`src/rtl/max_finder.sv`:
```
// Sequential arg-max: latches a frame of signed class activations, scans one element per cycle
// and reports the index of the largest. Define MAX_FINDER_SCORE_EN to also export the winning value.
module max_finder #(
  parameter int NUM_INPUTS = 10,
  parameter int DATA_WIDTH = 16,
  parameter int OUT_WIDTH  = 32
) (
  input  logic                             clk,
  input  logic                             reset,
  input  logic                             in_data_valid,
  input  logic [NUM_INPUTS*DATA_WIDTH-1:0] in_data,
  output logic                             in_ready,
  output logic [OUT_WIDTH-1:0]             out,
  output logic                             out_valid
`ifdef MAX_FINDER_SCORE_EN
  ,
  output logic signed [DATA_WIDTH-1:0]     out_score
`endif
);

  // cnt must be able to hold NUM_INPUTS itself, which marks the completion edge
  localparam int CNT_W = $clog2(NUM_INPUTS + 1);
  localparam int IDX_W = (NUM_INPUTS > 1) ? $clog2(NUM_INPUTS) : 1;

  typedef enum logic {IDLE, SCAN} state_t;

  state_t                           state_reg, state_next;
  logic [NUM_INPUTS*DATA_WIDTH-1:0] data_reg;
  logic [CNT_W-1:0]                 cnt_reg;
  logic [IDX_W-1:0]                 max_idx_reg;
  logic signed [DATA_WIDTH-1:0]     max_val_reg;
  logic signed [DATA_WIDTH-1:0]     elem [NUM_INPUTS];
  logic signed [DATA_WIDTH-1:0]     cur_elem;
  logic                             accept;
  logic                             scan_done;
  logic                             cur_wins;

  generate
    for (genvar gi = 0; gi < NUM_INPUTS; gi++) begin : g_elem
      assign elem[gi] = data_reg[gi*DATA_WIDTH +: DATA_WIDTH];
    end
  endgenerate

  always_comb begin
    cur_elem = elem[0];
    for (int i = 1; i < NUM_INPUTS; i++) begin
      if (cnt_reg == CNT_W'(i)) cur_elem = elem[i];
    end
  end

  assign scan_done = (cnt_reg == CNT_W'(NUM_INPUTS));
  // Strict signed compare keeps the lowest index on ties
  assign cur_wins  = (cur_elem > max_val_reg);

  always_ff @(posedge clk or negedge reset) begin
    if (!reset) state_reg <= IDLE;
    else        state_reg <= state_next;
  end

  always_comb begin
    state_next = state_reg;
    case (state_reg)
      IDLE:    if (accept)    state_next = SCAN;
      SCAN:    if (scan_done) state_next = IDLE;
      default: state_next = IDLE;
    endcase
  end

  always_comb begin
    in_ready = (state_reg == IDLE);
    accept   = in_data_valid && in_ready;
  end

  always_ff @(posedge clk or negedge reset) begin
    if (!reset) begin
      data_reg    <= '0;
      cnt_reg     <= '0;
      max_idx_reg <= '0;
      max_val_reg <= '0;
      out         <= '0;
      out_valid   <= 1'b0;
`ifdef MAX_FINDER_SCORE_EN
      out_score   <= '0;
`endif
    end else begin
      out_valid <= 1'b0;
      if (accept) begin
        data_reg    <= in_data;
        max_val_reg <= $signed(in_data[DATA_WIDTH-1:0]);
        max_idx_reg <= '0;
        cnt_reg     <= CNT_W'(1);
      end else if (state_reg == SCAN) begin
        if (scan_done) begin
          out       <= OUT_WIDTH'(max_idx_reg);
          out_valid <= 1'b1;
`ifdef MAX_FINDER_SCORE_EN
          out_score <= max_val_reg;
`endif
        end else begin
          if (cur_wins) begin
            max_val_reg <= cur_elem;
            max_idx_reg <= IDX_W'(cnt_reg);
          end
          cnt_reg <= cnt_reg + CNT_W'(1);
        end
      end
    end
  end

endmodule
```
`config.mk`:
```
export PLATFORM = sky130hd
export DESIGN_NAME = max_finder
export DESIGN_NICKNAME = d
export VERILOG_FILES = /design/src/rtl/max_finder.sv
export SDC_FILE = /design/constraint.sdc
export NUM_CORES = 1
export LEC_CHECK = 0
export ABC_AREA = 1
export CAP_MARGIN = 20
export CORE_MARGIN = 2
export CORE_UTILIZATION = 50
export CTS_CLUSTER_SIZE = 14
export DETAILED_ROUTE_END_ITERATION = 7
export PLACE_DENSITY = 0.78
export SLEW_MARGIN = 30
export SYNTH_ARGS = -nofsm -noshare
export SYNTH_HDL_FRONTEND = slang
export SYNTH_SLANG_ARGS = --single-unit
```
`constraint.sdc`:
```
create_clock -name clk -period 4 [get_ports clk]
set_input_delay 0.4 -clock clk [delete_from_list [all_inputs] [get_ports clk]]
set_output_delay 0.4 -clock clk [all_outputs]
set_load 0.03 [all_outputs]
```
==> out/metrics.yaml <==
run_status:
  status: "finished clean"
clock_network:
  clockRootBuffer: "clkbuf_16"
  clock-sinks: 190
  cts_max_path_buffers: 2
  cts_htree_levels: 4
  clk_pin_slew_ns: 0.07
  clock_latency_ns: 0.44
  post_cts_buffers: 0
  cts_tree: "done"
  cts_buffers: 17
synth:
  netlist_instances: 1385
  synth_ff_type: "dfrtp_1"
  netlist_area_um2: 9980
  synthTopCellsByArea: "dfrtp_1 (48%), nand2_1 (25%), nand3_1 (4.8%)"
  seq_area_frac_synth_pct: 47.6
  synth_seq_cells: 190
  ys_warn_count: 0
  synth_top_area_share_pct: 47.6
  synth-edff-count: 0
  synth_area_leader_cell: "dfrtp_1"
  ys_types: 29
  syn_area_per_cell_um2: 7.21
  synth_common_cells: "nand2_1 (658), dfrtp_1 (190), inv_1 (122), nand3_1 (95), nor2_1 (82)"
  yosysMostFrequentCell: "nand2_1"
  async_flop_share_pct: 100
setup_path:
  cpPeakStageDelay_ns: 0.42
  path_delay_family: "simple AND/OR/NAND/NOR gates"
  crit_path_top_delay_cell: "dfrtp_1"
  start_kind: "flop"
  critPathArrivalTime_ns: 4.11
  crit_top_cell: "nand2_1"
  crit_buf_inv: 4
  path_class: "reg -> reg"
  cp-end-kind: "flop"
  critPathMaxFanout: 15
  required_ns: 4.33
power:
  power_density_nw_per_um2: 897
  power.leakage_nw: 6.72
  total_power_mw: 11.2
  vdd_drop_max_mv: 0.493
route:
  drt-total-wl_um: 27400
  first_pass_iters: 8
  drtIter0Drc: 906
  drtAntennaViolNets: 0
  routedWlPerCell_um: 15.1
  drcViolationCount: 0
  num_vias: 9023
  via_per_inst: 4.99
timing:
  finalSetupViolCount: 0
  timing.final.crit_share_pct: 94.6
  fin_crit_ns: 3.78
  finClkSkew_ns: 0.00748
  worstMarginPinSlew_ns: 0.753
  tns_ns: 0
  hold_viol_final: 0
  final_max_slew_viol_count: 0
  slew_headroom_pct: 49.8
  max_freq_mhz: 264
  finalWorstSetupSlack_ns: 0.216
  hold_ws_ns: 0.478
layout:
  largest_reg_flops: 160
  drive_gt1_share_pct: 7.06
  fin_nets: 1713
  final_cell_area_um2: 12500
  syn_to_final_growth_pct: 25.4
  antenna_cells: 0
place:
  routabilityCongestion: 0.944
  hpwl_um: 20100
  port_buffers: 168
  dp_slack_ns: 0.266
  dpl_cell_area_um2: 11900
die:
  die_h_um: 145
  row_count: 51
  io_pins: 197
  die-area_um2: 21100
  coreArea_um2: 19500
  die_x_um: 145
  initial_core_util_pct: 51.1
flow_run:
  maxCapViolations: 0
global_route:
  grt_use_total_pct: 26.3
  antenna_found_initial: 0
  grt_pass1_wl_um: 44100
  grt_start_max_net_pins: 76
  gr-total-overflow: 0
  grt_pass1_vias: 8759
hold_path:
  worstHoldPathType: "in -> async"
stage by stage:
| step | utilization [%] | instances |
|---|---|---|
| after CTS | 63.9 | 1808 |
| after global placement | 60.5 | 1774 |
| after global routing | 64.1 | 1808 |
| final | 64.1 | 1808 |
| after floorplan | - | 1412 |
| after detailed placement | 60.7 | 1775 |
cell type report:
cell class	instances	area, um^2
inverter	127	484
clock inverter	15	198
multi-input combinational	1003	4390
fill	1723	7010
timing repair buffer	191	1930
clock buffer	17	425
tap	265	332
sequential	190	4750
cells by family after synthesis:
logic type	after synthesis	share of synthesized area (%)
other cells	1	0.0376
fa+ha+maj	20	2.51
flops	190	47.6
simple gates	877	35.4
compound gates	78	4.70
buf+inv	219	9.70
final timing paths:
| kind | slack, ns | to | start | cells after the start |
|---|---|---|---|---|
| max | 0.22 | max_val_reg[3] | cnt_reg[1] | 27 |
| min | 0.48 | data_reg[27] | reset | 2 |
| max reg2reg | 0.22 | max_val_reg[3] | cnt_reg[1] | 27 |
| min reg2reg | 0.48 | data_reg[103] | data_reg[103] | 2 |
| max in group asynchronous | 2.47 | data_reg[114] | reset | 4 |
| min in group clk | 0.48 | data_reg[103] | data_reg[103] | 2 |
where the power goes:
group	leakage, nW	internal [mW]	switching [mW]	total, mW
Combinational	4.08	2.14	3.88	6.02
Sequential	2.33	2.88	0.514	3.39
Clock	0.305	1.01	0.805	1.81
metal layers:
metal	part of all wire, %	track usage, %	routed length, um	vias to the layer above
li1	-	-	-	4439
met1	45	37.3	12300	4193
met2	46	41.6	12700	336
met3	6.0	3.99	1650	55
met4	2.5	8.53	681	0
met5	0	0	0	-
placed cells by master (no fill, tap or decap), drive strengths merged, types with 3 or more instances in the layout:
cell / count
nand2: 662
dfrtp: 190
clkdlybuf4s50: 167
inv: 135
nand3: 96
nor2: 86
o21ai: 39
or2: 33
conb: 28
buf: 23
ha: 20
clkbuf: 17
a21oi: 13
o21a: 11
a21boi: 6
o22ai: 4
a31oi: 3
bufinv: 3
clkinv: 3
timing repair:
item | in CTS | in global routing
hold buffers | 1 | 0
endpoints found under the hold margin | 47 | 0
setup endpoints to repair | 0 | 14
gates resized for setup | 0 | 13
Note: power is estimated with default switching activity, not from simulation.
